==> src/rtl/cpu_phase_ctrl.sv <==
// cpu_phase_ctrl: single-clock instruction phase sequencer producing one-cycle enable strobes.
// Optional feature macro PHASE_CTRL_PERF_EN: when defined, instr_cnt/stall_cnt are live
// counters; when undefined both outputs are tied to zero.
module cpu_phase_ctrl #(
    parameter int FETCH_WAIT = 1,
    parameter int MEM_WAIT   = 1,
    parameter int MD_TIMEOUT = 64
) (
    input  logic        clk,
    input  logic        rst,
    input  logic        run,
    input  logic        is_mul_div,
    input  logic        is_mem,
    input  logic        alu_complete,
    output logic        en_fetch,
    output logic        en_reg_rd,
    output logic        en_alu,
    output logic        md_start,
    output logic        en_mem,
    output logic        en_wb,
    output logic        busy,
    output logic [2:0]  phase,
    output logic        md_timeout,
    output logic [31:0] instr_cnt,
    output logic [31:0] stall_cnt
);
    typedef enum logic [2:0] {
        IDLE    = 3'd0,
        FETCH   = 3'd1,
        DECODE  = 3'd2,
        EXEC    = 3'd3,
        MD_WAIT = 3'd4,
        MEM     = 3'd5,
        WB      = 3'd6
    } state_t;

    localparam int FM_WAIT  = FETCH_WAIT > MEM_WAIT ? FETCH_WAIT : MEM_WAIT;
    localparam int MAX_WAIT = FM_WAIT > MD_TIMEOUT ? FM_WAIT : MD_TIMEOUT;
    localparam int CW       = $clog2(MAX_WAIT + 1);

    state_t        state, state_n;
    logic [CW-1:0] cnt, cnt_n;
    logic          md_flag, mem_flag;
    logic          first, fetch_done, mem_done, md_expired;

    // cnt holds the 1-based cycle index within the current state
    assign first      = cnt == CW'(1);
    assign fetch_done = cnt == CW'(FETCH_WAIT);
    assign mem_done   = cnt == CW'(MEM_WAIT);
    assign md_expired = cnt == CW'(MD_TIMEOUT);

    // State register and in-state cycle counter
    always_ff @(posedge clk) begin
        if (rst) begin
            state <= IDLE;
            cnt   <= CW'(1);
        end else begin
            state <= state_n;
            cnt   <= cnt_n;
        end
    end

    // Next-state selection; the cycle counter restarts on every state change
    always_comb begin
        state_n = IDLE;
        case (state)
            IDLE:    state_n = run ? FETCH : IDLE;
            FETCH:   state_n = fetch_done ? DECODE : FETCH;
            DECODE:  state_n = EXEC;
            EXEC:    state_n = md_flag ? MD_WAIT : (mem_flag ? MEM : WB);
            MD_WAIT: state_n = (alu_complete || md_expired) ? WB : MD_WAIT;
            MEM:     state_n = mem_done ? WB : MEM;
            WB:      state_n = run ? FETCH : IDLE;
            default: state_n = IDLE;
        endcase
        cnt_n = (state_n != state || state == IDLE) ? CW'(1) : cnt + CW'(1);
    end

    // Decoder flags captured in DECODE; sticky timeout unless completion arrives the same cycle
    always_ff @(posedge clk) begin
        if (rst) begin
            md_flag    <= 1'b0;
            mem_flag   <= 1'b0;
            md_timeout <= 1'b0;
        end else begin
            if (state == DECODE) begin
                md_flag  <= is_mul_div;
                mem_flag <= is_mem;
            end
            if (state == MD_WAIT && !alu_complete && md_expired)
                md_timeout <= 1'b1;
        end
    end

    // Strobes decoded purely from registered state and cycle counter
    always_comb begin
        en_fetch  = state == FETCH && first;
        en_reg_rd = state == DECODE;
        en_alu    = state == EXEC;
        md_start  = state == EXEC && md_flag;
        en_mem    = state == MEM && first;
        en_wb     = state == WB;
        busy      = state != IDLE;
        phase     = state;
    end

`ifdef PHASE_CTRL_PERF_EN
    // Retired-instruction and mul/div stall counters, wrapping silently
    always_ff @(posedge clk) begin
        if (rst) begin
            instr_cnt <= '0;
            stall_cnt <= '0;
        end else begin
            if (state == WB)
                instr_cnt <= instr_cnt + 32'd1;
            if (state == MD_WAIT)
                stall_cnt <= stall_cnt + 32'd1;
        end
    end
`else
    assign instr_cnt = '0;
    assign stall_cnt = '0;
`endif
endmodule
==> config.mk <==
export PLATFORM = sky130hd
export DESIGN_NAME = cpu_phase_ctrl
export DESIGN_NICKNAME = d
export VERILOG_FILES = /design/src/rtl/cpu_phase_ctrl.sv
export SDC_FILE = /design/constraint.sdc
export NUM_CORES = 1
export LEC_CHECK = 0
export ABC_AREA = 1
export BUFFER_PORTS_ARGS = -buffer_cell sky130_fd_sc_hd__buf_4
export CAP_MARGIN = 0
export CORE_UTILIZATION = 45
export DETAILED_ROUTE_END_ITERATION = 8
export HOLD_SLACK_MARGIN = 0.06
export PLACE_DENSITY = 0.85
export SLEW_MARGIN = 15
export SYNTH_ARGS = -nofsm -noshare
export SYNTH_HDL_FRONTEND = slang
export SYNTH_SLANG_ARGS = --single-unit
export TNS_END_PERCENT = 1
==> constraint.sdc <==
create_clock -name clk -period 3.7 [get_ports clk]
set_input_delay 0.185 -clock clk [delete_from_list [all_inputs] [get_ports clk]]
set_output_delay 0.185 -clock clk [all_outputs]
set_load 0.01 [all_outputs]
==> results of run 1 <==
[state kept, by name, indices dropped and copies added (netlist names)]
name,flops
cnt,7
phase,3
md_flag,1
md_timeout,1
mem_flag,1
[power groups by stage]
stage | Sequential (mW) | Combinational [mW] | Clock [mW]
floorplan | 0.202 | 0.306 | 0
global placement | 0.209 | 0.321 | 0
detailed placement | 0.212 | 0.324 | 0
CTS | 0.208 | 0.326 | 0.0937
global route | 0.213 | 0.370 | 0.101
finish | 0.208 | 0.323 | 0.0905
[layer usage]
layer | track usage, % | vias up | routed length, um
li1 | - | 416 | -
met1 | 11.7 | 339 | 651
met2 | 17.3 | 44 | 697
met3 | 5.08 | 5 | 139
met4 | 5.13 | 0 | 28
met5 | 0 | - | 0
[through the flow]
stage	instances	power, mW	setup WS (ns)
finish	215	0.622	2.07
global route	215	0.684	1.89
CTS	215	0.628	2.04
detailed placement	211	0.537	2.29
global placement	211	0.531	2.33
floorplan	230	0.507	2.41
[cell families after synthesis]
kind of cell / Yosys count / synth area share, %
DFF: 13 / 21.4
other: 1 / 0.308
and+or+nand+nor: 51 / 20.2
buffers and inverters: 85 / 46.5
xor gates and xnor gates: 5 / 3.59
adders and majority gates: 3 / 3.08
AOI/OAI and AO/OA: 9 / 4.93
[layout make-up]
cell class	count	area, um^2
multi-input cells	132	628
inverters	20	75.1
repair buffers	16	120
clock buffers	3	22.5
flip-flops and latches	13	260
fillers	261	1370
clock inverters	1	5.00
well taps	30	37.5
[synthesized netlist by cell type]
master / number
sky130_fd_sc_hd__nor3_1: 2
sky130_fd_sc_hd__a31oi_1: 1
sky130_fd_sc_hd__inv_2: 2
sky130_fd_sc_hd__conb_1: 1
sky130_fd_sc_hd__nand2_4: 1
sky130_fd_sc_hd__a21boi_0: 1
sky130_fd_sc_hd__a21oi_4: 1
sky130_fd_sc_hd__buf_6: 1
sky130_fd_sc_hd__nor2_2: 9
sky130_fd_sc_hd__nor2_1: 13
sky130_fd_sc_hd__inv_1: 18
sky130_fd_sc_hd__xnor2_1: 3
sky130_fd_sc_hd__xor2_1: 2
sky130_fd_sc_hd__dfxtp_1: 13
sky130_fd_sc_hd__nand2_1: 15
sky130_fd_sc_hd__ha_1: 3
sky130_fd_sc_hd__nand4_1: 1
sky130_fd_sc_hd__a21oi_1: 3
sky130_fd_sc_hd__nand3_2: 1
sky130_fd_sc_hd__o21ai_0: 3
sky130_fd_sc_hd__buf_4: 64
sky130_fd_sc_hd__nand3_1: 7
sky130_fd_sc_hd__nand2_2: 2
[how the worst min path moves through the flow]
stage	from	endpoint	cells past startpoint
after detailed placement	rst	phase[1]	2
after global placement	rst	md_timeout	2
after global routing	rst	md_timeout	2
final	rst	md_timeout	2
after floorplan	rst	phase[1]	1
after CTS	rst	md_timeout	2
==> results_tabular.tex, run 1 <==
\begin{tabular}{lr}
\hline
Metric & Value \\
\hline
\multicolumn{2}{l}{\textbf{Floorplanning}} \\
Total core area & 2520 um\^{}2 \\
Overall die height & about 54 um \\
Width of the chip & approximately 54 um \\
Die Outline Area & roughly 2900 um\^{}2 \\
Initial core utilization & a little under 50\% \\
Top-level I/O count & 81 \\
Row count & 18 \\
\multicolumn{2}{l}{\textbf{Power and ir drop}} \\
VDD IR-drop max & roughly 350 uV \\
Standby leakage power & 0.652 nW \\
Proportion of power drawn by the clock network & 14.6\% \\
Power Dens Cells & 541 nW/um\^{}2 \\
Switching power & roughly 0.3 mW \\
Sequential power share & between 30\% and 40\% \\
Net switching fraction of the power & between 40\% and 50\% \\
Fraction of power consumed by combinational cells & 51.9\% \\
Internal power & between 0.3 and 0.4 mW \\
\multicolumn{2}{l}{\textbf{Global route}} \\
Global-route wire length before repair & approximately 2.2 mm \\
GRT Resource Usage Total & a little over a tenth \\
Largest net degree at the start of global routing & 11 \\
Via count of the first global-routing pass & approximately 530 \\
Initial antenna violation count & 0 \\
Global-route congestion overflow total & 0 \\
\multicolumn{2}{l}{\textbf{Clocking}} \\
Cts bufs inserted & 3 \\
Count of instances resized after the clock tree is built & 0 \\
Insertion delay to the later sink of the worst-skew pair & 0.29 ns \\
Clock Root Buffer & sky130\_fd\_sc\_hd\_\_clkbuf\_4 \\
Setup Buffers After CTS & 0 \\
CTS H-tree depth & 1 \\
Number of hold-repair buffers added at the cts stage & 0 \\
Clock slew at the register clock pins of the worst setup and hold paths & 0.09 ns \\
Sink Count & 13 \\
Maximum clock insertion buffer count & 2 \\
TritonCTS clock tree & yes \\
\multicolumn{2}{l}{\textbf{STA}} \\
Final setup fails & 0 \\
Final-layout worst hold slack & $\sim$0.073 ns \\
Slew Limit Fails & 0 \\
Final Cycle Share & 44.2\% \\
Fin Setup TNS & 0 ns \\
RSZ-0062 raised after global routing & false \\
Worst clock skew & 0.0136 ns \\
Top achievable clock speed & 612 MHz \\
Clock period minus worst slack & $\sim$1.6 ns \\
Number of failing hold endpoints at the final stage & 0 \\
\multicolumn{2}{l}{\textbf{Detailed routing}} \\
Wire per inst & approximately 7 um \\
Avg Vias per Cell & 3.74 \\
Remaining routing DRC violations & 0 \\
Remaining number of nets flagged by the antenna check after routing & 0 \\
Total Wirelength & roughly 1.5 mm \\
Router iterations before antenna repair & 4 \\
DRC violation total after the first TritonRoute iteration & 10 \\
Detailed-route via count & about 800 \\
\multicolumn{2}{l}{\textbf{Placed design}} \\
Area of placed instances & 1120 um\^{}2 \\
Number of input and output port buffers inserted & 16 \\
Final GP Congestion & roughly 0.74 \\
Detailed placement HPWL & roughly 1.3 mm \\
\multicolumn{2}{l}{\textbf{Critical path}} \\
Capture point of the worst path & en\_fetch \\
Master of the slowest instance on the critical path & sky130\_fd\_sc\_hd\_\_dfxtp\_1 \\
Nature of the critical path startpoint & register \\
Number of cells on the worst reg-to-reg path & 10 \\
Total stage count of the critical path & 8 \\
Crit. Startpoint & cnt[0] \\
Slack of the worst reg-to-reg path & roughly 2.3 ns \\
WS Path Type & register to output pin \\
R2R Path Start & cnt[0] \\
Maximum fanout encountered on the critical timing path & 5 \\
Slowest cell delay on critical path & 0.41 ns \\
Critical Path, Cell by Cell & ha\_1 -> inv\_1 -> nor2\_1 -> nand3\_1 -> inv\_1 -> nand2\_1 -> nor2\_1 -> buf\_4 \\
Critical path arrival & 1.45 ns \\
Worst flop-to-flop path endpoint & cnt[3] \\
Crit path buf inv count & 3 \\
Required @ worst endpoint & between 3 and 4 ns \\
Top delay family on crit path & flip-flops \\
Critical path capture point type & output pin \\
\multicolumn{2}{l}{\textbf{Finish}} \\
Syn-to-layout area delta & -5.75\% \\
Commonest non-fill, non-tap cell in the layout & sky130\_fd\_sc\_hd\_\_conb\_1 \\
Post-layout utilization of the core & 45.5\% \\
Leading cell types in the layout, fill and taps excluded & 64 x sky130\_fd\_sc\_hd\_\_conb\_1, 18 x sky130\_fd\_sc\_hd\_\_inv\_1, 16 x sky130\_fd\_sc\_hd\_\_buf\_4, 15 x sky130\_fd\_sc\_hd\_\_nand2\_1 \\
Post-route cell area & $\sim$1100 um\^{}2 \\
Fraction of final layout cells sized beyond drive strength 1 & about 20\% \\
Diode count & 0 \\
Net count, final & between 150 and 200 \\
\multicolumn{2}{l}{\textbf{Logic synthesis}} \\
Cell type with the highest aggregate area in the netlist & sky130\_fd\_sc\_hd\_\_buf\_4 \\
Gate count of the mapped netlist & about 170 \\
Proportion of synthesized chip area in sequential cells & a little over a fifth \\
Fraction of post-synthesis cell area in the top cell type by area & 39.4\% \\
Leading post-synthesis cells by cell area & sky130\_fd\_sc\_hd\_\_buf\_4 39\%, sky130\_fd\_sc\_hd\_\_dfxtp\_1 21\%, sky130\_fd\_sc\_hd\_\_inv\_1 5.5\%, sky130\_fd\_sc\_hd\_\_nand2\_1 4.6\%, sky130\_fd\_sc\_hd\_\_nor2\_2 4.6\% \\
Synth warn & 0 \\
Post-synthesis area per instance & approximately 7.3 um\^{}2 \\
Count of state elements after synthesis & 13 \\
Synthesized area & about 1200 um\^{}2 \\
Distinct cells, synth & 23 \\
\multicolumn{2}{l}{\textbf{Status}} \\
Outcome & completed \\
\multicolumn{2}{l}{\textbf{Flow run}} \\
Max-Cap Viols & 0 \\
\multicolumn{2}{l}{\textbf{Worst hold path}} \\
Type of the worst min-delay path & primary input to register \\
\hline
\end{tabular}
No activity file was read; power rests on OpenSTA's default activity.
==> run 2: changes to the inputs <==
CORE_UTILIZATION = 42   (was 45)
PLACE_DENSITY = 0.8   (was 0.85)
clock period = 1.53 ns   (was 3.7 ns; I/O delays follow)
==> results_tabular.tex, run 2 (synthesis results as in run 1) <==
\begin{tabular}{lr}
\hline
Metric & Value \\
\hline
\multicolumn{2}{l}{\textbf{Status}} \\
Outcome & completed \\
\multicolumn{2}{l}{\textbf{Power and ir drop}} \\
Design Power & roughly 1.6 mW \\
Power Dens Cells & 1340 nW/um\^{}2 \\
Standby leakage power & 0.657 nW \\
VDD IR-drop max & about 960 uV \\
\multicolumn{2}{l}{\textbf{Global route}} \\
Global-route wire length before repair & about 2.7 mm \\
Initial antenna violation count & 0 \\
Global-route congestion overflow total & 0 \\
GRT Resource Usage Total & between 10 and 15\% \\
Largest net degree at the start of global routing & 11 \\
Via count of the first global-routing pass & roughly 660 \\
\multicolumn{2}{l}{\textbf{Floorplanning}} \\
Die Outline Area & between 3000 and 4000 um\^{}2 \\
Top-level I/O count & 81 \\
Width of the chip & between 50 and 60 um \\
Row count & 19 \\
Overall die height & approximately 56 um \\
Initial core utilization & 44.2\% \\
Total core area & 2760 um\^{}2 \\
\multicolumn{2}{l}{\textbf{Detailed routing}} \\
Wire length on met1 & around 630 um \\
Avg Vias per Cell & roughly 3.8 \\
Detailed-route via count & $\sim$830 \\
Router iterations before antenna repair & 4 \\
Routed met2 length & 823 um \\
Highest metal layer used by the detailed router & met4 \\
Remaining routing DRC violations & 0 \\
Met3 Wirelength & 146 um \\
Total Wirelength & roughly 1.7 mm \\
Wire per inst & approximately 7.6 um \\
DRC violation total after the first TritonRoute iteration & 22 \\
Remaining number of nets flagged by the antenna check after routing & 0 \\
\multicolumn{2}{l}{\textbf{Critical path}} \\
Master of the slowest instance on the critical path & sky130\_fd\_sc\_hd\_\_dfxtp\_2 \\
Slowest cell delay on critical path & 0.39 ns \\
Critical path capture point type & output pin \\
Most repeated library cell on the critical path & sky130\_fd\_sc\_hd\_\_nor2\_1 \\
Top delay family on crit path & flip-flops \\
Crit path buf inv count & 3 \\
Nature of the critical path startpoint & register \\
Required @ worst endpoint & approximately 1.5 ns \\
WS Path Type & register to output pin \\
Maximum fanout encountered on the critical timing path & 5 \\
Critical Path, Cell by Cell & ha\_4 -> inv\_1 -> nor2\_1 -> nand3\_1 -> inv\_2 -> nand2\_4 -> nor2\_1 -> buf\_4 \\
Critical path arrival & 1.38 ns \\
\multicolumn{2}{l}{\textbf{STA}} \\
Number of failing hold endpoints at the final stage & 0 \\
Top achievable clock speed & between 600 and 700 MHz \\
Fin Setup TNS & 0 ns \\
RSZ-0062 raised after global routing & false \\
Final-layout worst hold slack & approximately 0.08 ns \\
Clock period minus worst slack & between 1 and 1.5 ns \\
Final setup fails & 0 \\
Final Cycle Share & between 90\% and 100\% \\
Slew Limit Fails & 0 \\
Worst clock skew & between 0.004 and 0.005 ns \\
\multicolumn{2}{l}{\textbf{Placed design}} \\
Number of placed instances with taps included & 212 \\
Detailed placement HPWL & around 1.4 mm \\
Final GP Congestion & approximately 0.80 \\
Number of input and output port buffers inserted & 16 \\
\multicolumn{2}{l}{\textbf{Finish}} \\
Net count, final & around 200 \\
Diode count & 0 \\
Layout filler cell count & just over 300 \\
Largest register by flop count & cnt \\
Leading cell types in the layout, fill and taps excluded & 64 x sky130\_fd\_sc\_hd\_\_conb\_1, 16 x sky130\_fd\_sc\_hd\_\_inv\_1, 16 x sky130\_fd\_sc\_hd\_\_buf\_4, 14 x sky130\_fd\_sc\_hd\_\_nand2\_1, 12 x sky130\_fd\_sc\_hd\_\_nor2\_1 \\
Final std cells w/o fill & about 220 \\
Flip-flop and latch area & between 200 and 300 um\^{}2 \\
Commonest non-fill, non-tap cell in the layout & sky130\_fd\_sc\_hd\_\_conb\_1 \\
Syn-to-layout area delta & -2.87\% \\
Max reg flops & 7 \\
Area taken by multi-input logic gates & about 650 um\^{}2 \\
Post-layout utilization of the core & a little over two fifths \\
Fraction of final layout cells sized beyond drive strength 1 & between 20 and 25\% \\
\multicolumn{2}{l}{\textbf{Worst hold path}} \\
Type of the worst min-delay path & primary input to register \\
\multicolumn{2}{l}{\textbf{Clocking}} \\
CTS H-tree depth & 1 \\
Cts bufs inserted & 3 \\
Setup Buffers After CTS & 0 \\
Sink Count & 13 \\
Insertion delay to the later sink of the worst-skew pair & approximately 0.28 ns \\
Clock Root Buffer & sky130\_fd\_sc\_hd\_\_clkbuf\_4 \\
Maximum clock insertion buffer count & 2 \\
TritonCTS clock tree & yes \\
Clock slew at the register clock pins of the worst setup and hold paths & 0.09 ns \\
\multicolumn{2}{l}{\textbf{Flow run}} \\
Max-Cap Viols & 0 \\
\hline
\end{tabular}
run 2: cell types whose count changed in the layout (fill, tap and decap cells not counted), sizes merged:
cell / before / now
clkinv: 1 / 0
clkbuf: 3 / 4
dlygate4sd3: 0 / 1
run 2: worst min-delay path, cell delays in order:
cell and delay [ns]:
sky130_fd_sc_hd__buf_4 0.07, sky130_fd_sc_hd__o21ai_0 0.07, sky130_fd_sc_hd__a21oi_1 0.10
run 2: repair_timing:
action | 4_1_cts | 5_1_grt
gates resized for setup | 1 | 8
hold buffers | 1 | 0
gates cloned | 0 | 0
endpoints found under the hold margin | 2 | 0
setup endpoints to repair | 2 | 7
pin swaps | 0 | 1
run 2: final cells by class:
class                   instances  share of cell area (%)
clock buffers                   4                    2.22
repair buffers                 17                    11.0
well taps                      31                    3.28
flip-flops and latches         13                    22.2
inverters                      20                    6.34
multi-input cells             132                    55.0
run 2: final timing paths:
path / start / endpoint / slack (ns) / depth (start not counted)
worst min-delay path: is_mul_div / md_flag / 0.08 / 3
worst max-delay path: cnt[0] / en_mem / 0.07 / 8
worst max register to register: cnt[0] / cnt[4] / 0.15 / 11
worst min register to register: cnt[0] / cnt[0] / 0.48 / 1
run 2: power by group:
part	internal, mW	leakage (nW)	switching [mW]
Sequential	0.417	0.106	0.0982
Combinational	0.318	0.536	0.537
Clock	0.101	0.0150	0.117
run 2: metal layers:
metal	vias to the layer above	global-route usage [%]
li1	414	-
met1	357	12.4
met2	48	18.9
met3	8	3.02
met4	0	6.27
met5	-	0
run 2: through the flow:
stage | instance area (um^2) | worst slack [ns]
after floorplan | 1460 | 0.239
after detailed placement | 1120 | 0.111
final | 1180 | 0.0716
after CTS | 1160 | 0.00645
after global placement | 1120 | 0.162
after global routing | 1180 | 0.00346
